**config.mk**
```make
export PLATFORM = sky130hd
export DESIGN_NAME = dsp_mac_rr_scheduler_flat
export DESIGN_NICKNAME = d
export VERILOG_FILES = /design/src/rtl/dsp_mac_pkg.sv /design/src/rtl/dsp_mac_rr_scheduler_if.sv /design/src/rtl/dsp_rsp_fifo.sv /design/src/rtl/dsp_mac_rr_scheduler.sv /design/src/flat_wrapper.sv
export SDC_FILE = /design/constraint.sdc
export NUM_CORES = 1
export LEC_CHECK = 0
export ABC_AREA = 1
export BUFFER_PORTS_ARGS = -buffer_cell sky130_fd_sc_hd__buf_2
export CAP_MARGIN = 20
export CORE_ASPECT_RATIO = 2
export CORE_MARGIN = 3
export CORE_UTILIZATION = 64
export DETAILED_ROUTE_END_ITERATION = 8
export HOLD_SLACK_MARGIN = 0.02
export PLACE_DENSITY = 0.95
export SLEW_MARGIN = 25
export SYNTH_ARGS = -nofsm -noshare
export SYNTH_HDL_FRONTEND = slang
export SYNTH_SLANG_ARGS = --single-unit
```
**constraint.sdc**
```tcl
create_clock -name clk -period 11.23 [get_ports clk]
set_input_delay 1.123 -clock clk [delete_from_list [all_inputs] [get_ports clk]]
set_output_delay 1.123 -clock clk [all_outputs]
set_load 0.05 [all_outputs]
```
**src/rtl/dsp_mac_pkg.sv**
```systemverilog
// Shared types, default widths and the multiply-add evaluation used by the
// shared DSP MAC scheduler.
package dsp_mac_pkg;

    localparam int DEF_NUM_REQ    = 4;
    localparam int DEF_FIFO_DEPTH = 4;
    localparam int A_WIDTH        = 20;
    localparam int B_WIDTH        = 18;
    localparam int P_WIDTH        = A_WIDTH + B_WIDTH;
    localparam int ID_WIDTH       = $clog2(DEF_NUM_REQ);

    typedef enum logic {
        OP_ADD = 1'b0,
        OP_SUB = 1'b1
    } mac_op_t;

    typedef struct packed {
        logic [ID_WIDTH-1:0] id;
        logic [A_WIDTH-1:0]  a;
        logic [B_WIDTH-1:0]  b;
        mac_op_t             op;
    } mac_req_t;

    typedef struct packed {
        logic [ID_WIDTH-1:0] id;
        logic [P_WIDTH-1:0]  p;
    } mac_rsp_t;

    // P = A +/- A*B; operands are sign-extended to the result width first, so
    // the modular product equals the truncated full-precision result.
    function automatic logic [P_WIDTH-1:0] mac_eval(
        input logic [A_WIDTH-1:0] a,
        input logic [B_WIDTH-1:0] b,
        input mac_op_t            op
    );
        logic signed [P_WIDTH-1:0] a_ext;
        logic signed [P_WIDTH-1:0] b_ext;
        logic signed [P_WIDTH-1:0] prod;
        a_ext = P_WIDTH'($signed(a));
        b_ext = P_WIDTH'($signed(b));
        prod  = a_ext * b_ext;
        case (op)
            OP_ADD:  return a_ext + prod;
            OP_SUB:  return a_ext - prod;
            default: return a_ext + prod;
        endcase
    endfunction

endpackage

```
**src/rtl/dsp_mac_rr_scheduler_if.sv**
```systemverilog
// Request/response bundle between DSP requesters and the shared MAC scheduler.
interface dsp_mac_rr_scheduler_if #(
    parameter int NUM_REQ = dsp_mac_pkg::DEF_NUM_REQ
);
    logic [NUM_REQ-1:0]                      req_valid;
    logic [NUM_REQ-1:0]                      req_ready;
    logic [NUM_REQ*dsp_mac_pkg::A_WIDTH-1:0] req_a;
    logic [NUM_REQ*dsp_mac_pkg::B_WIDTH-1:0] req_b;
    logic [NUM_REQ-1:0]                      req_sub;
    logic                                    rsp_valid;
    logic                                    rsp_ready;
    logic [dsp_mac_pkg::ID_WIDTH-1:0]        rsp_id;
    logic [dsp_mac_pkg::P_WIDTH-1:0]         rsp_p;

    modport master (
        output req_valid, req_a, req_b, req_sub, rsp_ready,
        input  req_ready, rsp_valid, rsp_id, rsp_p
    );

    modport slave (
        input  req_valid, req_a, req_b, req_sub, rsp_ready,
        output req_ready, rsp_valid, rsp_id, rsp_p
    );
endinterface

```
**src/rtl/dsp_rsp_fifo.sv**
```systemverilog
// Response FIFO holding completed MAC results in issue order; head is shown
// directly from storage, so a pushed entry becomes visible one cycle later.
module dsp_rsp_fifo
    import dsp_mac_pkg::*;
#(
    parameter int DEPTH = DEF_FIFO_DEPTH
) (
    input  logic     clk,
    input  logic     reset,
    input  logic     push,
    input  mac_rsp_t push_data,
    input  logic     pop,
    output logic     empty,
    output mac_rsp_t head
);

    localparam int PTR_W = (DEPTH > 1) ? $clog2(DEPTH) : 1;
    localparam int CNT_W = $clog2(DEPTH + 1);

    mac_rsp_t          mem_r [DEPTH];
    logic [PTR_W-1:0]  wr_ptr_r;
    logic [PTR_W-1:0]  rd_ptr_r;
    logic [CNT_W-1:0]  count_r;
    logic              full_s;
    logic              do_push_s;
    logic              do_pop_s;

    function automatic logic [PTR_W-1:0] ptr_inc(input logic [PTR_W-1:0] p);
        return (p == PTR_W'(DEPTH - 1)) ? '0 : p + PTR_W'(1);
    endfunction

    assign full_s    = (count_r == CNT_W'(DEPTH));
    assign empty     = (count_r == CNT_W'(0));
    assign do_pop_s  = pop & ~empty;
    assign do_push_s = push & (~full_s | do_pop_s);
    assign head      = mem_r[rd_ptr_r];

    // Entry storage
    always_ff @(posedge clk) begin
        if (reset) begin
            for (int i = 0; i < DEPTH; i++) begin
                mem_r[i] <= '0;
            end
        end else if (do_push_s) begin
            mem_r[wr_ptr_r] <= push_data;
        end
    end

    // Pointers and occupancy
    always_ff @(posedge clk) begin
        if (reset) begin
            wr_ptr_r <= '0;
            rd_ptr_r <= '0;
            count_r  <= '0;
        end else begin
            if (do_push_s) begin
                wr_ptr_r <= ptr_inc(wr_ptr_r);
            end
            if (do_pop_s) begin
                rd_ptr_r <= ptr_inc(rd_ptr_r);
            end
            case ({do_push_s, do_pop_s})
                2'b10:   count_r <= count_r + CNT_W'(1);
                2'b01:   count_r <= count_r - CNT_W'(1);
                default: count_r <= count_r;
            endcase
        end
    end

endmodule

```
**src/rtl/dsp_mac_rr_scheduler.sv**
```systemverilog
// Round-robin scheduler sharing one signed multiply-add datapath among
// NUM_REQ requesters, with credit flow control and in-order tagged responses.
module dsp_mac_rr_scheduler
    import dsp_mac_pkg::*;
#(
    parameter int NUM_REQ    = DEF_NUM_REQ,
    parameter int FIFO_DEPTH = DEF_FIFO_DEPTH
) (
    input logic                    clk,
    input logic                    reset,
    dsp_mac_rr_scheduler_if.slave  bus
);

    localparam int CNT_W = $clog2(FIFO_DEPTH + 1);

    logic [ID_WIDTH-1:0] rr_ptr_r;
    logic [CNT_W-1:0]    credit_r;
    logic                s1_valid_r;
    mac_req_t            s1_req_r;

    logic [NUM_REQ-1:0]  grant_s;
    logic [ID_WIDTH-1:0] grant_id_s;
    logic                grant_any_s;
    logic                hit_s;
    int                  idx_s;
    logic                credit_ok_s;
    logic                accept_s;
    logic                pop_s;
    logic                fifo_empty_s;
    mac_req_t            sel_req_s;
    mac_rsp_t            push_rsp_s;
    mac_rsp_t            head_s;

    // Round-robin search starting at rr_ptr_r, wrapping modulo NUM_REQ
    always_comb begin
        grant_s     = '0;
        grant_id_s  = '0;
        grant_any_s = 1'b0;
        hit_s       = 1'b0;
        idx_s       = 0;
        for (int k = 0; k < NUM_REQ; k++) begin
            idx_s          = int'(rr_ptr_r) + k;
            idx_s          = (idx_s >= NUM_REQ) ? idx_s - NUM_REQ : idx_s;
            hit_s          = ~grant_any_s & bus.req_valid[idx_s];
            grant_s[idx_s] = hit_s;
            grant_id_s     = hit_s ? ID_WIDTH'(idx_s) : grant_id_s;
            grant_any_s    = grant_any_s | hit_s;
        end
    end

    // A pop in the same cycle does not free a credit until the next cycle
    assign credit_ok_s   = (credit_r < CNT_W'(FIFO_DEPTH));
    assign bus.req_ready = (reset || !credit_ok_s) ? '0 : grant_s;
    assign accept_s      = |(bus.req_valid & bus.req_ready);

    // Operand select for the granted requester
    always_comb begin
        sel_req_s    = '0;
        sel_req_s.id = grant_id_s;
        sel_req_s.a  = bus.req_a[int'(grant_id_s)*A_WIDTH +: A_WIDTH];
        sel_req_s.b  = bus.req_b[int'(grant_id_s)*B_WIDTH +: B_WIDTH];
        sel_req_s.op = bus.req_sub[grant_id_s] ? OP_SUB : OP_ADD;
    end

    // Arbiter pointer, credit counter and stage-1 operand register
    always_ff @(posedge clk) begin
        if (reset) begin
            rr_ptr_r   <= '0;
            credit_r   <= '0;
            s1_valid_r <= 1'b0;
            s1_req_r   <= '0;
        end else begin
            s1_valid_r <= accept_s;
            if (accept_s) begin
                s1_req_r <= sel_req_s;
                rr_ptr_r <= (grant_id_s == ID_WIDTH'(NUM_REQ - 1)) ? '0
                                                                    : grant_id_s + ID_WIDTH'(1);
            end
            case ({accept_s, pop_s})
                2'b10:   credit_r <= credit_r + CNT_W'(1);
                2'b01:   credit_r <= credit_r - CNT_W'(1);
                default: credit_r <= credit_r;
            endcase
        end
    end

    // Stage 2: the multiply-add result is captured directly by the FIFO
    assign push_rsp_s.id = s1_req_r.id;
    assign push_rsp_s.p  = mac_eval(s1_req_r.a, s1_req_r.b, s1_req_r.op);

    dsp_rsp_fifo #(
        .DEPTH (FIFO_DEPTH)
    ) u_rsp_fifo (
        .clk       (clk),
        .reset     (reset),
        .push      (s1_valid_r),
        .push_data (push_rsp_s),
        .pop       (pop_s),
        .empty     (fifo_empty_s),
        .head      (head_s)
    );

    assign bus.rsp_valid = ~fifo_empty_s & ~reset;
    assign bus.rsp_id    = reset ? '0 : head_s.id;
    assign bus.rsp_p     = reset ? '0 : head_s.p;
    assign pop_s         = bus.rsp_valid & bus.rsp_ready;

endmodule

```
**src/flat_wrapper.sv**
```systemverilog
// flat-port wrapper written by rule: the top's interface ports become plain ports
module dsp_mac_rr_scheduler_flat import dsp_mac_pkg::*;
#(
    parameter int NUM_REQ    = DEF_NUM_REQ,
    parameter int FIFO_DEPTH = DEF_FIFO_DEPTH
)
  (clk, reset, bus_req_valid, bus_req_a, bus_req_b, bus_req_sub, bus_rsp_ready, bus_req_ready, bus_rsp_valid, bus_rsp_id, bus_rsp_p);
  dsp_mac_rr_scheduler_if #(.NUM_REQ(NUM_REQ)) bus_i ();
  input logic clk;
  input logic reset;
  input wire logic [$bits(bus_i.req_valid)-1:0] bus_req_valid;
  input wire logic [$bits(bus_i.req_a)-1:0] bus_req_a;
  input wire logic [$bits(bus_i.req_b)-1:0] bus_req_b;
  input wire logic [$bits(bus_i.req_sub)-1:0] bus_req_sub;
  input wire logic [$bits(bus_i.rsp_ready)-1:0] bus_rsp_ready;
  output wire logic [$bits(bus_i.req_ready)-1:0] bus_req_ready;
  output wire logic [$bits(bus_i.rsp_valid)-1:0] bus_rsp_valid;
  output wire logic [$bits(bus_i.rsp_id)-1:0] bus_rsp_id;
  output wire logic [$bits(bus_i.rsp_p)-1:0] bus_rsp_p;
  assign bus_i.req_valid = bus_req_valid;
  assign bus_i.req_a = bus_req_a;
  assign bus_i.req_b = bus_req_b;
  assign bus_i.req_sub = bus_req_sub;
  assign bus_i.rsp_ready = bus_rsp_ready;
  assign bus_req_ready = bus_i.req_ready;
  assign bus_rsp_valid = bus_i.rsp_valid;
  assign bus_rsp_id = bus_i.rsp_id;
  assign bus_rsp_p = bus_i.rsp_p;
  dsp_mac_rr_scheduler #(.NUM_REQ(NUM_REQ), .FIFO_DEPTH(FIFO_DEPTH)) u_core (.clk(clk), .reset(reset), .bus(bus_i));
endmodule
```
Word-level counts from Yosys, hierarchy flattened
Memory sizes are Yosys's and may differ from the RTL's. A register that Yosys moved wholly into a read port is not among the register bits. Cells that the tools add are included.

Add/subtract/negate cells: 16. Multipliers: 3. Magnitude comparators: 14. Equal/unequal tests: 8. Shift-type cells: 2. Muxes and demuxes: 53. Bitwise gates (word level): 19. Reductions and logical operators: 11.

Operator list (count): 32-bit by 1-bit greater-or-equal comparator with 1-bit output, second input constant (4); 32-bit by 4-bit < comparator with 1-bit output, second input constant (4); 32-bit 2-to-1 mux (4); 32-bit by 4-bit greater-or-equal comparator with 1-bit output, second input constant (3); 32-bit by 4-bit subtractor with 32-bit output, second input constant (3); 80-bit by 32-bit indexed part select with 20-bit output (1); 38-bit case mux with 2 select lines (1); 72-bit by 32-bit indexed part select with 18-bit output (1); 40-bit 2-to-1 mux (1); 40-bit OR reduction (1); 20-bit by 38-bit adder with 38-bit output (1); 20-bit by 18-bit multiplier with 38-bit output (1); 38-bit 2-to-1 mux (1); 20-bit by 38-bit subtractor with 38-bit output (1); 2-bit 2-to-1 mux (11); 1-bit 2-to-1 mux (20); 4-bit bitwise mux (3); 3-bit case mux with 2 select lines (2); 1-bit binary-select mux with 2-bit select (5); 2-bit == test, second input constant (5); 4-bit AND (2); 1-bit demux with 2-bit select (4); 1-bit AND (7); 1-bit inverter (7); other kinds (21) (33).

Flip-flop bits (word level): 54. Bits in writable memories: 160. Logic and storage cells: 137. Memories kept: 1.

Memory list: u_core.u_rsp_fifo.mem_r (words 4, width 40, read ports 1, clocked after Yosys merged registers in 1, write ports 4, line dsp_rsp_fifo.sv:20) `mac_rsp_t mem_r [DEPTH];`.

Longest topological paths before layout
Gate-level depths: netlist of the first run.

Depth after elaboration: 19. Gate-level depth with buffers: 51.

Cells and area by module
A second synthesis of the first run with hierarchy kept.

Cell total of the unflattened synthesis: 4019. Area total of the unflattened synthesis: 29575.9 µm².

Modules (own cells, without submodules): dsp_mac_rr_scheduler (times used 1, cells each 3337, area an instance 21857.2 µm²); dsp_rsp_fifo (times used 1, cells each 682, area an instance 7718.7 µm²).

Worst setup path before layout of the first run
No wires, ideal clock.

Path kind: reg2reg. Start: register u_core.s1_req_r[38] in the netlist's numbering. End: memory u_core.u_rsp_fifo.mem_r[1][37] in the netlist's numbering, data pin. Setup time: 0.270 ns. Data arrival time: 8.268 ns. Data required time: 10.960 ns. Slack: 2.692 ns. Cell stages (with the launch flop): 46. Path buffers: 2. Cells stage by stage: dfxtp_1 > clkbuf_1 > buf_1 > nand2_1 > fa_1 > inv_1 > fa_1 > fa_1 > inv_1 > fa_1 > inv_1 > fa_1 > inv_1 > fa_1 > inv_1 > ha_1 > nand2_1 > nor2_1 > [... 10 more ...] > nor2_1 > nand3_1 > nand2_1 > nand2_1 > nand2_1 > nand2_1 > ha_1 > nand2_1 > nor3_1 > nand2_1 > nor3_1 > nand4_1 > nand3_1 > nand3_1 > nand2_1 > inv_1 > nand2_1 > a21oi_1.

RTL lines: from (decl) (line dsp_mac_rr_scheduler.sv:19) `mac_req_t s1_req_r;`; from (signal assigned) (line dsp_mac_rr_scheduler.sv:75) `s1_req_r <= sel_req_s;`; to (decl) (line dsp_rsp_fifo.sv:20).

==> out/qor.txt, run 1 <==
Global-route wire length before repair: 146 mm
Post-synth EDFFs: 160
Chip Width: 158 µm
Ys async rst share: 0%
CP top delay family: simple AND/OR/NAND/NOR gates
#FFs+latches synth: 216
FF-to-FF End: u_core.u_rsp_fifo.mem_r[0][37]
Synthesized Nets: 4722
Num Clock Sinks: 216
Post-Layout Cell Count: 4723
Clock tree buffer depth: 3
Part of the cycle the worst path needs: 93.1%
Total Routed Length: 92.6 mm
Number of vias per cell: 5.79
Final core area utilization: 68.6%
Critical Path Fanout Max: 22
Top FF cell, synth: edfxtp_1
Site row count: 111
HPWL after detailed placement: 71.1 mm
Met3 WL post-DR: 7.37 mm
Core area: 0.0458 mm²
Fillers: 3636
Worst-margin pin slew: 1090 ps
Area of the mapped netlist: 0.0297 mm²
Final setup TNS: 0 ps
Multi-input combinational cell area: 0.0194 mm²
Post-DR wirelength/cell: 19.6 µm
Share of layout cells above drive strength 1: 11.0%
Setup CP Type: flip-flop to flip-flop
IO Count: 208
Die Area: 0.0492 mm²
Largest net degree at the start of global routing: 82
Skew-Pair Late Insertion Delay: 560 ps
Fmax: 0.0957 GHz
Register area share after synthesis: 20.0%
Cells after Synth: 4053
Initial antenna violation count: 0
Mapped Avg Cell Area: 7.33 µm²
CP endpoint kind: flip-flop
Die Span Y: 311 µm
Met1 WL: 27.4 mm
Min-Delay Path Depth: 1
Port-buffer cells: 207
DRT iter0 DRCs: 2141
Max cap viols: 0
CP most frequent cell: nand2_1
Synth warn: 0
Routed wire length on met2: 46.5 mm
Outcome: completed
Worst endpoint required time: 11460 ps
RSZ-0062 raised after global routing: no
Clock Pin Slew Worst Setup and Hold Paths: 70 ps
Layout Area Growth over Synthesis: 5.80%
Fin. Hold Viols: 0
Root Buffer: clkbuf_16
Total vias in the final route: 27.4k
Routability congestion estimate: 1.06
Seq. cell area: 0.00593 mm²
Min cycle time layout: 10450 ps
CP max-delay cell: dfxtp_1
Max VDD drop: 0.189 mV
Slowest Stage Delay on Critical Path: 970 ps
DR top layer: met4
CTS Buf Count: 20
Pleak: 17.1 nW
Post-cts resize count: 0
Yosys cell types: 57
WP buf/inv: 9
Hold_sp: u_core.credit_r[2]
Post-route ant nets: 0
Reg2reg start: u_core.s1_req_r[1]
Critical Path Start Type: flip-flop
GRT overflow: 0
Ant. Diodes: 0
Hold WC Path Type: flip-flop to flip-flop
Total GRT Usage: 38.2%
Crit path DAT: 10680 ps
Number of global-route vias before repair: 29.2k
Cell total after placement: 4686
CTS H-tree depth: 1
CTS tree: yes
Setup bufs post-CTS: 0
Slew margin rel.: 26.9%
Worst clock skew: 50.6 ps
Flop-to-flop setup slack: 780 ps
Number of setup violations in the final report: 0
Cts hold-fix bufs: 0
Slew Limit Fails: 0
Residual DRC: 0
WHS Endpoint: u_core.credit_r[2]
Hold WS: 447 ps
Nets@finish: 4813
Worst reg-to-reg path cell count: 45
Starting Density: 64.8%
Power Density: 238 mW/mm²
First-pass DRT Iterations: 6
==> registers in the layout, summed over array words and instances, names as in the netlist, named ones only <==
name	flops
u_core.credit_r	3
u_core.push_rsp_s	2
u_core.rr_ptr_r	1
u_core.s1_req_r	39
u_core.s1_valid_r	1
u_core.u_rsp_fifo.count_r	3
u_core.u_rsp_fifo.mem_r	160
u_core.u_rsp_fifo.rd_ptr_r	2
u_core.u_rsp_fifo.wr_ptr_r	2
==> worst max-delay path by stage <==
stage                        start                             end  depth (start not counted)  slack (ps)
6_report        u_core.s1_req_r[1]  u_core.u_rsp_fifo.mem_r[0][37]                         45         780
5_1_grt         u_core.s1_req_r[1]  u_core.u_rsp_fifo.mem_r[0][37]                         45         120
4_1_cts         u_core.s1_req_r[1]  u_core.u_rsp_fifo.mem_r[0][37]                         45        1040
3_5_place_dp    u_core.s1_req_r[1]  u_core.u_rsp_fifo.mem_r[0][37]                         45        1120
3_3_place_gp    u_core.s1_req_r[1]  u_core.u_rsp_fifo.mem_r[0][37]                         45        1190
2_1_floorplan  u_core.s1_req_r[38]  u_core.u_rsp_fifo.mem_r[1][37]                         45        2690
==> cell usage in the layout, fill, tap and decap left out, types with 6 or more instances in the layout <==
| cell | count |
|---|---|
| nand2_1 | 926 |
| inv_1 | 908 |
| nor2_1 | 549 |
| fa_1 | 364 |
| buf_2 | 206 |
| o21ai_0 | 167 |
| edfxtp_1 | 160 |
| ha_1 | 142 |
| a21oi_1 | 121 |
| nand3_1 | 92 |
| or2_2 | 63 |
| dfxtp_1 | 50 |
| nand2_2 | 43 |
| xor2_1 | 40 |
| a21oi_2 | 39 |
| o211ai_1 | 35 |
| nand4_1 | 35 |
| xnor2_1 | 29 |
| buf_4 | 27 |
| clkbuf_16 | 20 |
| a31oi_1 | 16 |
| inv_2 | 12 |
| nor3_1 | 12 |
| a21o_1 | 10 |
| o211ai_2 | 8 |
| and2_1 | 6 |
| dfxtp_2 | 6 |
==> per-stage QoR <==
step           setup slack, ps  instance area (µm²)  power [mW]
3_3_place_gp              1190                30700        6.48
6_report                   779                31400        7.47
2_1_floorplan             2690                29700        5.29
3_5_place_dp              1120                30700        6.60
4_1_cts                   1040                31400        7.30
5_1_grt                    124                31400        8.08
==> where the power goes <==
part | total, mW | leakage (nW) | internal, mW | switching, mW
clock | 0.676 | 0.314 | 0.351 | 0.325
sequential | 1.28 | 2.12 | 1.07 | 0.205
combinational | 5.52 | 14.7 | 1.69 | 3.83
total | 7.47 | 17.1 | 3.11 | 4.36
==> metal layers <==
metal / up-vias / GRT usage, %
li1: 12300 / -
met1: 12700 / 37.5
met2: 1596 / 65.5
met3: 755 / 6.99
met4: 0 / 35.9
met5: - / 0
==> cells in the mapped netlist (42+ instances only) <==
library cell,instances,area (µm²)
a21oi_1,121,606
nand2_1,928,3480
dfxtp_1,56,1120
clkbuf_1,99,372
o21ai_0,167,836
inv_1,907,3400
edfxtp_1,160,4800
fa_1,364,7290
nand2_2,42,263
or2_2,63,394
nor2_1,549,2060
nand3_1,92,460
ha_1,142,1780
==> cells by family (layout without fill, tap and decap cells) <==
logic type | count (synthesis) | count (layout) | synth area share, %
buffers and inverters | 1085 | 1190 | 14.7
multiplexers | 1 | 1 | 0.0337
flip-flops | 216 | 216 | 20.0
AND/OR/NAND/NOR | 1752 | 1752 | 24.2
XOR/XNOR | 70 | 70 | 2.09
AO/OA/AOI/OAI | 422 | 422 | 8.49
other | 1 | 1 | 0.0126
adder cells (fa/ha/maj) | 506 | 506 | 30.5
==> cell type report <==
type,instances,share of cell area (%)
multi-input combinational,2752,61.8
sequential,216,18.9
inverter,920,11.0
timing repair buffer,234,4.01
tap,565,2.25
clock buffer,25,1.72
clock inverter,11,0.303
Note: power is estimated with default switching activity, not from simulation.
==> run 2: changes to the inputs <==
==> constraint.sdc (replaced) <==
create_clock -name clk -period 10.4 [get_ports clk]
set_input_delay 1.04 -clock clk [delete_from_list [all_inputs] [get_ports clk]]
set_output_delay 1.04 -clock clk [all_outputs]
set_load 0.05 [all_outputs]
==> run 2 against run 1 <==
  * Critical path depth is 5 lower
  * Die area stayed put
  * Non-clock buffer count is 30 higher
  * Design area is 0.76% higher
  * Sequential power is 5% higher
  * Sequential cell count stayed put
  * Worst hold slack better by 22 ps
  * Global-route usage is 0.81 points higher
  * Combinational power is 11% higher
  * Clock skew is 14 ps lower
  * Wire length is 3.1% higher
  * Highest routed layer unchanged
==> out/qor.txt, run 2 (synthesis gave the netlist of run 1 again) <==
Outcome: completed
Largest register FFs: 160
Slew Limit Fails: 0
Residual DRC: 0
Sw frac: 58.4%
CP most frequent cell: inv_1
Flop-to-flop setup slack: 500 ps
CP max-delay cell: dfxtp_1
Setup CP Type: flip-flop to flip-flop
DR top layer: met4
Largest net degree at the start of global routing: 82
Seq pwr share: 16.4%
Routed wire length on met2: 49.0 mm
Fmax: 0.101 GHz
Critical Path Fanout Max: 15
Power Density: 260 mW/mm²
Commonest non-fill, non-tap cell in the layout: nand2_1
Die Span Y: 311 µm
Number of vias per cell: 5.74
Total vias in the final route: 27.3k
Sw power: 4.80 mW
Max VDD drop: 0.157 mV
Share of layout cells above drive strength 1: 11.8%
Post-route ant nets: 0
FF-to-FF End: u_core.u_rsp_fifo.mem_r[0][28]
RSZ-0062 raised after global routing: no
CTS Buf Count: 19
Nets@finish: 4842
Number of global-route vias before repair: 29.4k
Cell total after placement: 4717
Layout Area Growth over Synthesis: 6.61%
Worst endpoint required time: 10630 ps
Reg2reg start: u_core.s1_req_r[32]
Setup crit end: u_core.u_rsp_fifo.mem_r[0][28]
Crit path DAT: 10130 ps
Slew margin rel.: 33.6%
Pleak: 17.3 nW
IO Count: 208
Port-buffer cells: 207
Global-route wire length before repair: 149 mm
Clock Pin Slew Worst Setup and Hold Paths: 80 ps
Commonest non-fill, non-tap cells in the layout: nand2_1, inv_1, nor2_1, fa_1, buf_2
GRT overflow: 0
DRT iter0 DRCs: 2087
Clock tree buffer depth: 3
CTS H-tree depth: 1
Internal power: 3.42 mW
Regs by FF count: u_core.u_rsp_fifo.mem_r: 160 flops, u_core.s1_req_r: 39 flops
Combinational Power Share: 74.2%
CP endpoint kind: flip-flop
Total Routed Length: 95.4 mm
Routability congestion estimate: 1.06
Site row count: 111
Initial antenna violation count: 0
Ant. Diodes: 0
Met1 WL: 27.9 mm
Die Area: 0.0492 mm²
Hold WC Path Type: flip-flop to flip-flop
Starting Density: 64.8%
Slowest Stage Delay on Critical Path: 980 ps
Part of the cycle the worst path needs: 95.2%
Post-DR wirelength/cell: 20.1 µm
Critical Path Start Type: flip-flop
CTS tree: yes
Num Clock Sinks: 216
HPWL after detailed placement: 75.3 mm
Min-Delay Path Depth: 1
Worst reg-to-reg path cell count: 40
Fin. Hold Viols: 0
Clock share of power: 9.4%
First-pass DRT Iterations: 6
Reg with most FFs: u_core.u_rsp_fifo.mem_r
Core area: 0.0458 mm²
Root Buffer: clkbuf_16
Met3 WL post-DR: 7.44 mm
Worst clock skew: 37.1 ps
Cts hold-fix bufs: 0
Chip Width: 158 µm
Max cap viols: 0
Total GRT Usage: 39.0%
Skew-Pair Late Insertion Delay: 540 ps
Critical path origin: u_core.s1_req_r[32]
Worst-margin pin slew: 995 ps
Post-Layout Cell Count: 4750
Final setup TNS: 0 ps
Number of setup violations in the final report: 0
Min cycle time layout: 9900 ps
run 2: changes by cell type in the layout (fill, tap and decap cells not counted), moves of 2 or more:
cell and delta:
clkbuf_8 -2, dfxtp_2 +5, clkbuf_16 +2, clkbuf_1 -3
clkinv_2 +3, dfxtp_1 -5, buf_4 +31
run 2: layout make-up:
| type | instances | area, µm² |
|---|---|---|
| multi-input cells | 2752 | 19400 |
| fillers | 3619 | 14200 |
| flip-flops and latches | 216 | 5940 |
| inverters | 920 | 3460 |
| repair buffers | 264 | 1470 |
| well taps | 565 | 707 |
| clock buffers | 22 | 551 |
| clock inverters | 11 | 106 |
run 2: metrics by stage:
| stage | setup WS (ps) | instance area, µm² | util [%] | hold WS (ps) | total power, mW |
|---|---|---|---|---|---|
| finish | 500 | 31700 | 69.1 | 469 | 8.22 |
| global route | 8.73 | 31700 | 69.1 | 494 | 8.87 |
| CTS | 540 | 31600 | 69.0 | 465 | 8.07 |
| detailed placement | 566 | 31000 | 67.6 | 455 | 7.29 |
| global placement | 631 | 31000 | 67.6 | 432 | 7.14 |
| floorplan | 1860 | 29700 | - | 418 | 5.71 |
run 2: critical path: cells and delay by family (launching register included):
kind	cells	cell delay, ps
simple gates	11	1160
flops	1	980
xor+xnor	3	900
buf+inv	12	1160
compound gates	6	1670
fa+ha+maj	8	3710
run 2: power groups by stage:
stage               registers (mW)  logic (mW)  clock network, mW
CTS                           1.33        5.98              0.763
floorplan                     1.23        4.48                  0
finish                        1.35        6.10              0.769
global placement              1.33        5.81                  0
global route                  1.36        6.73              0.789
detailed placement            1.35        5.94                  0
run 2: how the worst min path moves through the flow:
stage | startpoint | end | slack (ps)
4_1_cts | u_core.u_rsp_fifo.count_r[0] | u_core.u_rsp_fifo.count_r[0] | 470
6_report | u_core.credit_r[2] | u_core.credit_r[2] | 470
3_5_place_dp | u_core.credit_r[2] | u_core.credit_r[2] | 450
3_3_place_gp | u_core.credit_r[2] | u_core.credit_r[2] | 430
2_1_floorplan | u_core.credit_r[2] | u_core.credit_r[2] | 420
5_1_grt | u_core.push_rsp_s[39] | u_core.push_rsp_s[39] | 490
run 2: what timing repair did:
| action | CTS | global route |
|---|---|---|
| endpoints found under the setup margin | 0 | 16 |
| resized for setup | 0 | 12 |
| buffers inserted | 0 | 0 |
run 2: metal layers:
metal | up-vias | track usage (%)
met2 | 1528 | 68.9
met5 | - | 0
met3 | 738 | 7.89
li1 | 12400 | -
met4 | 0 | 34.8
met1 | 12600 | 36.8
